[config.mk]
export PLATFORM = sky130hd
export DESIGN_NAME = pipe_hazard_ctrl
export DESIGN_NICKNAME = d
export VERILOG_FILES = /design/src/rtl/pipe_hazard_ctrl.sv
export SDC_FILE = /design/constraint.sdc
export NUM_CORES = 1
export LEC_CHECK = 0
export BUFFER_PORTS_ARGS = -buffer_cell sky130_fd_sc_hd__buf_2
export CAP_MARGIN = 20
export CORE_ASPECT_RATIO = 2
export CORE_MARGIN = 2
export CORE_UTILIZATION = 48
export CTS_CLUSTER_DIAMETER = 120
export CTS_CLUSTER_SIZE = 25
export DETAILED_ROUTE_END_ITERATION = 8
export PLACE_DENSITY_LB_ADDON = 0.1
export SLEW_MARGIN = 20
export SYNTH_ARGS = -nofsm -noshare
export SYNTH_HDL_FRONTEND = slang
export SYNTH_SLANG_ARGS = --single-unit
[constraint.sdc]
create_clock -name clk -period 2.47 [get_ports clk]
set_input_delay 0 -clock clk [delete_from_list [all_inputs] [get_ports clk]]
set_output_delay 0 -clock clk [all_outputs]
set_load 0.01 [all_outputs]
[src/rtl/pipe_hazard_ctrl.sv]
// Y86-64 pipeline control: stall/bubble generation for F/D/E/M/W registers,
// a run/pause/halt state machine and saturating performance counters.
module pipe_hazard_ctrl #(
  parameter int          CNT_W = 32,
  parameter logic [3:0]  RNONE = 4'hF
) (
  input  logic             clk,
  input  logic             reset,
  input  logic             run_en,
  input  logic [3:0]       D_icode,
  input  logic [3:0]       d_srcA,
  input  logic [3:0]       d_srcB,
  input  logic [3:0]       E_icode,
  input  logic [3:0]       E_dstM,
  input  logic             e_Cnd,
  input  logic [3:0]       M_icode,
  input  logic [1:0]       m_stat,
  input  logic [1:0]       W_stat,
  output logic             F_stall,
  output logic             D_stall,
  output logic             D_bubble,
  output logic             E_bubble,
  output logic             M_bubble,
  output logic             W_stall,
  output logic             halted,
  output logic [CNT_W-1:0] cycle_cnt,
  output logic [CNT_W-1:0] stall_cnt,
  output logic [CNT_W-1:0] bubble_cnt
);

  localparam logic [1:0] STAT_AOK = 2'd0;
  localparam logic [3:0] I_JXX    = 4'h7;
  localparam logic [3:0] I_MRMOVQ = 4'h5;
  localparam logic [3:0] I_POPQ   = 4'hB;
  localparam logic [3:0] I_RET    = 4'h9;
  localparam logic [CNT_W-1:0] CNT_ONE = {{(CNT_W-1){1'b0}}, 1'b1};
  localparam logic [CNT_W-1:0] CNT_MAX = {CNT_W{1'b1}};

  typedef enum logic [1:0] {ST_RUN, ST_PAUSE, ST_HALT} state_t;

  state_t state;
  logic   lu, mp, rt, exc_m, exc_w;
  logic   raw_f_stall, raw_d_stall, raw_d_bubble, raw_e_bubble, raw_m_bubble, raw_w_stall;
  logic   eff_run, cnt_en;

  always_comb begin
    lu    = ((E_icode == I_MRMOVQ) || (E_icode == I_POPQ)) && (E_dstM != RNONE) &&
            ((E_dstM == d_srcA) || (E_dstM == d_srcB));
    mp    = (E_icode == I_JXX) && !e_Cnd;
    rt    = (D_icode == I_RET) || (E_icode == I_RET) || (M_icode == I_RET);
    exc_m = (m_stat != STAT_AOK);
    exc_w = (W_stat != STAT_AOK);

    raw_f_stall  = lu | rt;
    raw_d_stall  = lu;
    raw_d_bubble = mp | (rt & !lu);
    raw_e_bubble = mp | lu;
    raw_m_bubble = exc_m | exc_w;
    raw_w_stall  = exc_w;
  end

  // While reset is held the block behaves as if already in RUN.
  always_comb begin
    eff_run  = reset || (state == ST_RUN);
    F_stall  = 1'b1;
    D_stall  = 1'b1;
    W_stall  = 1'b1;
    D_bubble = 1'b0;
    E_bubble = 1'b0;
    M_bubble = 1'b0;
    if (eff_run && run_en) begin
      F_stall  = raw_f_stall;
      D_stall  = raw_d_stall;
      W_stall  = raw_w_stall;
      D_bubble = raw_d_bubble;
      E_bubble = raw_e_bubble;
      M_bubble = raw_m_bubble;
    end else if (!eff_run && (state == ST_HALT)) begin
      M_bubble = 1'b1;
    end
  end

  assign cnt_en = (state == ST_RUN) && run_en;

  always_ff @(posedge clk) begin
    if (reset) begin
      state  <= ST_RUN;
      halted <= 1'b0;
    end else begin
      case (state)
        ST_RUN: begin
          if (exc_w) begin
            state  <= ST_HALT;
            halted <= 1'b1;
          end else if (!run_en) begin
            state <= ST_PAUSE;
          end
        end
        ST_PAUSE: begin
          if (run_en) state <= ST_RUN;
        end
        ST_HALT: begin
          state  <= ST_HALT;
          halted <= 1'b1;
        end
        default: begin
          state  <= ST_RUN;
          halted <= 1'b0;
        end
      endcase
    end
  end

  // Counters stick at all-ones rather than wrapping.
  always_ff @(posedge clk) begin
    if (reset) begin
      cycle_cnt  <= '0;
      stall_cnt  <= '0;
      bubble_cnt <= '0;
    end else if (cnt_en) begin
      if (cycle_cnt != CNT_MAX)
        cycle_cnt <= cycle_cnt + CNT_ONE;
      if ((lu || rt) && (stall_cnt != CNT_MAX))
        stall_cnt <= stall_cnt + CNT_ONE;
      if ((D_bubble || E_bubble) && (bubble_cnt != CNT_MAX))
        bubble_cnt <= bubble_cnt + CNT_ONE;
    end
  end

endmodule

Yosys cells after proc, flatten, opt, wreduce, memory -nomap -nowiden
Index checks and enable logic that the tools add are counted.
{"block": "word_totals", "wordCells": 70, "ff_bits": 99, "in_bits": 32, "out_inout_bits": 103}
{"block": "classes", "reduce_logical": 26, "n_mux": 13, "bitwise": 6, "eq_ne": 17, "addsub": 3}
{"operator": "$add 32x1->32 const B", "count": 3}
{"operator": "$ne 32x32->1 const B", "count": 3}
{"operator": "$eq 4x4->1 const B", "count": 4}
{"operator": "$reduce_and 2->1", "count": 5}
{"operator": "$eq 4x3->1 const B", "count": 2}
{"operator": "$eq 4x4->1", "count": 2}
{"operator": "$logic_and 1x1->1", "count": 8}
{"operator": "$mux 1", "count": 8}
{"operator": "$logic_or 1x1->1", "count": 7}
{"operator": "$mux 2", "count": 3}
{"operator": "$pmux 2 s3", "count": 1}
{"operator": "$ne 2x2->1 const B", "count": 2}
{"operator": "$ne 4x4->1 const B", "count": 1}
{"operator": "$or 1x1->1", "count": 4}
{"operator": "$reduce_bool 2->1", "count": 2}
{"operator": "$logic_not 1->1", "count": 3}
{"operator": "$ne 3x3->1 const B", "count": 1}
{"operator": "$pmux 1 s3", "count": 1}
{"operator": "$eq 2x1->1 const B", "count": 1}
{"operator": "$eq 2x2->1 const B", "count": 1}
{"operator": "$logic_not 2->1", "count": 1}
{"operator": "$and 1x1->1", "count": 1}
{"operator": "$not 1->1", "count": 1}

Logic depth before layout (Yosys ltp)
{"block": "depth", "depth_word": 11, "ltp_mapped": 9, "depth_no_buf": 7}

Least setup slack after synthesis
Ideal clock, no wire load.
{"block": "synth_timing", "kind": "reg2reg", "start": "reg stall_cnt[3]", "end": "reg stall_cnt[1]", "path_buffers": 3, "path_slack_ps": -27, "synth_period_minus_slack_ps": 2497, "path_stages_with_launch": 10, "required_time_ps": 2342, "setup_time_ps": 128, "arrival_time_ps": 2369, "path_cell_list": "dfxtp_1 nand4_2 or4_1 buf_2 or4b_4 o211ai_4 buf_6 buf_6 mux2i_1 nor2_1"}
{"block": "synth_between", "elab_chain_cells": 3}
{"element": "from (decl)", "line_no": "27", "source": "output logic [CNT_W-1:0] stall_cnt,"}
{"element": "from (signal assigned)", "line_no": "124", "source": "stall_cnt <= stall_cnt + CNT_ONE;"}
{"element": "$ne 32x32->1", "line_no": "123", "source": "if ((lu || rt) && (stall_cnt != CNT_MAX))"}
{"element": "$logic_and 1x1->1", "line_no": "123"}
{"element": "$reduce_and 2->1 (no line)"}
Every way passes these cells.
A chain may end at the register's enable or synchronous reset.

Final worst setup path
{"block": "layout_timing", "start": "reg stall_cnt[9]", "end": "reg stall_cnt[26]"}
{"block": "layout_between", "elab_chain_cells": 3, "word_cells_on_any_way": 4, "cone_classes": "1 x add/sub; 1 x eq/ne; 2 x reduce/logical"}
{"element": "branches (longest 3 deep; another with $add 32x1->32)"}
Parallel ways; which one is timed is not known.

==> flow_results.org <==
** Outcome
- Run status :: complete, no violations

** Yosys
- For this run, the number of Yosys warnings is 0.
- In this run the cell area of the synthesized design comes to 0.00515 sq mm.
- Counting distinct cell types in the post-synthesis netlist gives 48.
- Summing the sequential cell areas from Yosys gives 38.5% of the chip area.
- Number of synthesized register bits :: 99
- Count of flip-flops with a built-in enable after synthesis :: 0
- Dividing the synthesized area by the synthesized cell count gives 8.11 sq um.
- Post-synthesis net count :: 670
- In the synthesized netlist, the number of instances is 635.
- Dominant synthesized flop cell :: sky130_fd_sc_hd__dfxtp_1
- Share of synthesized registers carrying an async set or reset :: 0%

** Worst setup path
- STA classifies the critical path endpoint as a flop.
- Biggest cell delay along the critical path :: 0.42 ns
- For the worst setup path, the data required time is 2.75 ns.
- Worst EP arrival :: 2.66 ns
- Crit-path leading delay family :: simple AND/OR/NAND/NOR gates
- Worst path slowest cell :: sky130_fd_sc_hd__or3_1
- Path type of the worst setup path :: flop to flop
- STA classifies the critical path startpoint as a flop.
- Count of buffer and inverter cells on the critical path :: 2
- Largest fanout of any net on the critical path :: 4
- Worst-path cell chain :: nand3_1, buf_4, or3_1, nor4_4, o211ai_1, buf_4, or3_1, a21oi_1

** Floorplan
- Die height :: 150 um
- Number of placement rows :: 53
- Effective utilization at floorplan :: 49.1%
- In this run the standard cell core region covers 0.0105 sq mm.
- Width of the die :: 77.2 um
- The die covers 0.0116 sq mm.
- IO Count :: 135

** Cells and area
- Leaving out fill and tap cells, the most frequent cell in the layout is sky130_fd_sc_hd__buf_2.
- Top library cells by usage in the layout, fill and taps aside :: sky130_fd_sc_hd__buf_2, sky130_fd_sc_hd__dfxtp_1, sky130_fd_sc_hd__nor2_1
- At the end of the flow, the number of nets in the layout was 835.
- The area growth from synthesis to layout is 28.8%.
- Cells with a size suffix above 1 make up 28.9% of the layout.
- Measured on the finished design, the core utilization comes to 63.3%.
- Antenna Cells :: 0
- Fill cell count :: 991

** Power and ir drop
- The analysis attributes to net switching a power of 0.815 mW.
- Summed over all cells, the static leakage comes to 2.54 nW.
- Net switching is 25.4% of the power.
- Clock power frac :: 43.1%
- Dividing total power by cell area gives a power density of 485 mW/mm^2.
- Portion of total power attributed to combinational logic :: 6.8%
- Relative contribution of sequential cells to total power :: 50.1%
- Internal power :: 2.40 mW
- Power, Total :: 3.21 mW
- Worst voltage drop across the vdd grid :: 0.392 mV

** STA
- The number of pins exceeding their max-slew limit in the final report came to 0.
- Worst hold margin :: 0.00989 ns
- Post-route clock period utilization :: 96.3%
- Static timing analysis puts the maximum clock frequency at 421 MHz.
- In this run the tightest slew margin relative to its limit is 60.9%.
- The worst path needs 2.38 ns of the cycle, external delays included.
- Accumulated negative setup slack :: 0 ns
- Clock Skews :: 0.0137 ns
- Setup repair after global routing could not meet its margin everywhere.
- The hold violation count in the final report was 0.
- Setup violations remaining at the end of the flow were counted as 0.
- Actual transition at the worst max-transition pin :: 0.587 ns

** Drt
- Wirelength per Cell :: 15.5 um
- DRC :: 0
- Before antenna repair, the detailed router went through 6 iterations.
- Ratio of routed vias to standard cells :: 5.80
- Final wirelength :: 14.6 mm
- Routed via count :: 5460
- Detail Route Antenna Nets :: 0
- The first routing iteration left 197 violations.

** Min path
- Class of the worst hold path :: primary input to flop

** Flow run
- Across the run, the number of max-cap violations was 0.

** GRT
- The first global-routing pass estimated 24.3 mm of wire.
- Total congestion overflow after global routing :: 0
- Pin count of the biggest net entering global routing :: 57
- The via count of the first global-routing pass is 5294.
- The number of antenna violations at the first check in global routing came to 0.
- Overall fraction of global-route tracks in use :: 25.3%

** Placed design
- At the end of routability-driven placement, the weighted congestion stood at 0.854.
- Detailed placement finished with a half-perimeter wire length of 10.9 mm.
- IO buf count :: 134

** Clocking
- Root Buffer Master :: sky130_fd_sc_hd__clkbuf_16
- Max Buffers Root-to-Sink :: 2
- Clock sink count :: 99
- After clock tree synthesis, the clock-pin slew on the worst setup and hold paths is 0.08 ns.
- CTS buffer count :: 9
- Clock network latency to the later pin of the worst-skew pair :: 0.35 ns
- TritonCTS clock tree :: done
- Number of levels the H-tree was split into :: 3
==> flip-flops by register name, summed over array words and instances (netlist names) <==
register    cells
halted          1
cycle_cnt      32
stall_cnt      32
state           2
bubble_cnt     32
==> per-stage QoR <==
| stage | cell area [sq um] | setup slack [ns] | cells |
|---|---|---|---|
| 2_1_floorplan | 5150 | 0.00122 | 635 |
| 3_3_place_gp | 6230 | 0.0579 | 919 |
| 3_5_place_dp | 6230 | -0.00637 | 919 |
| 4_1_cts | 6560 | 0.0529 | 938 |
| 5_1_grt | 6630 | -0.0483 | 942 |
| 6_report | 6630 | 0.0922 | 942 |
==> final cells by class <==
cell class | instances | area (sq um) | share of cell area [%]
clock inverters | 7 | 71.3 | 1.08
clock buffers | 9 | 225 | 3.40
repair buffers | 186 | 1100 | 16.6
flip-flops and latches | 99 | 1990 | 30.0
multi-input cells | 494 | 3040 | 45.8
well taps | 137 | 171 | 2.58
inverters | 10 | 37.5 | 0.566
==> Yosys cell counts (3+ instances only) <==
master                       n  area (sq um)
sky130_fd_sc_hd__nand2b_1    4          25.0
sky130_fd_sc_hd__mux2_2     12           135
sky130_fd_sc_hd__and2_1      6          37.5
sky130_fd_sc_hd__or3_1      30           188
sky130_fd_sc_hd__o2111ai_1   3          26.3
sky130_fd_sc_hd__ha_1        3          37.5
sky130_fd_sc_hd__nor2b_1    12          75.1
sky130_fd_sc_hd__nor3_1     25           125
sky130_fd_sc_hd__a21oi_1    53           265
sky130_fd_sc_hd__nand2_1    43           161
sky130_fd_sc_hd__nor4_1     16           100
sky130_fd_sc_hd__o21ai_0    23           115
sky130_fd_sc_hd__nor2_1     64           240
sky130_fd_sc_hd__nor3b_1     3          22.5
sky130_fd_sc_hd__clkbuf_1   26          97.6
sky130_fd_sc_hd__dfxtp_1    99          1980
sky130_fd_sc_hd__nand3_1    35           175
sky130_fd_sc_hd__and4_1      4          35.0
sky130_fd_sc_hd__xnor2_1    14           123
sky130_fd_sc_hd__inv_1      10          37.5
sky130_fd_sc_hd__o31ai_1    21           158
sky130_fd_sc_hd__o31a_1      3          26.3
sky130_fd_sc_hd__o21ai_1     8          40.0
sky130_fd_sc_hd__nor4bb_1    3          30.0
sky130_fd_sc_hd__nand4_1    35           219
sky130_fd_sc_hd__and3_1      5          31.3
sky130_fd_sc_hd__buf_2       4          20.0
sky130_fd_sc_hd__or4_1      24           180
sky130_fd_sc_hd__xor2_1     23           201
==> power groups by stage <==
stage	Clock [mW]	Combinational, mW	Sequential [mW]
finish	1.39	0.218	1.61
global route	1.48	0.238	1.61
CTS	1.42	0.217	1.61
detailed placement	0	0.212	1.65
global placement	0	0.206	1.65
floorplan	0	0.116	1.65
==> worst reg2reg max path, stage by stage, from the launching register on <==
cell and delay, ns:
sky130_fd_sc_hd__dfxtp_1 0.34, sky130_fd_sc_hd__nand3_1 0.13, sky130_fd_sc_hd__buf_4 0.17, sky130_fd_sc_hd__or3_1 0.42, sky130_fd_sc_hd__nor4_4 0.33, sky130_fd_sc_hd__o211ai_1 0.25, sky130_fd_sc_hd__buf_4 0.22, sky130_fd_sc_hd__or3_1 0.33
sky130_fd_sc_hd__a21oi_1 0.14
==> worst paths after layout <==
path,start,to,slack [ns],cells after the start
min reg2reg,halted,halted,0.45,1
max reg2reg,stall_cnt[9],stall_cnt[26],0.09,8
max,stall_cnt[9],stall_cnt[26],0.09,8
min,W_stat[1],halted,0.01,3
==> routing by layer <==
| metal | routed length (um) | GRT usage (%) | up-vias |
|---|---|---|---|
| met5 | 0 | 0 | - |
| met1 | 5560 | 26.8 | 2628 |
| met3 | 477 | 4.14 | 26 |
| li1 | - | - | 2690 |
| met4 | 357 | 10.2 | 0 |
| met2 | 8250 | 48.7 | 116 |
==> cells by family (layout without fill, tap and decap cells) <==
| logic type | after synthesis | in the layout | share of synthesized area (%) |
|---|---|---|---|
| AOI/OAI and AO/OA | 121 | 121 | 14.2 |
| muxes | 14 | 14 | 3.11 |
| DFF | 99 | 99 | 38.5 |
| buffers and inverters | 42 | 212 | 3.45 |
| and+or+nand+nor | 319 | 319 | 33.8 |
| adders and majority gates | 3 | 3 | 0.729 |
| xor gates and xnor gates | 37 | 37 | 6.29 |
==> what timing repair did <==
| item | CTS | global route |
|---|---|---|
| pin swaps | 0 | 3 |
| hold buffers | 3 | 0 |
| hold endpoints to repair | 3 | 0 |
| setup endpoints to repair | 1 | 28 |
| resized for setup | 1 | 11 |
| buffers inserted | 0 | 4 |
Power figures use the tool's default switching activity.
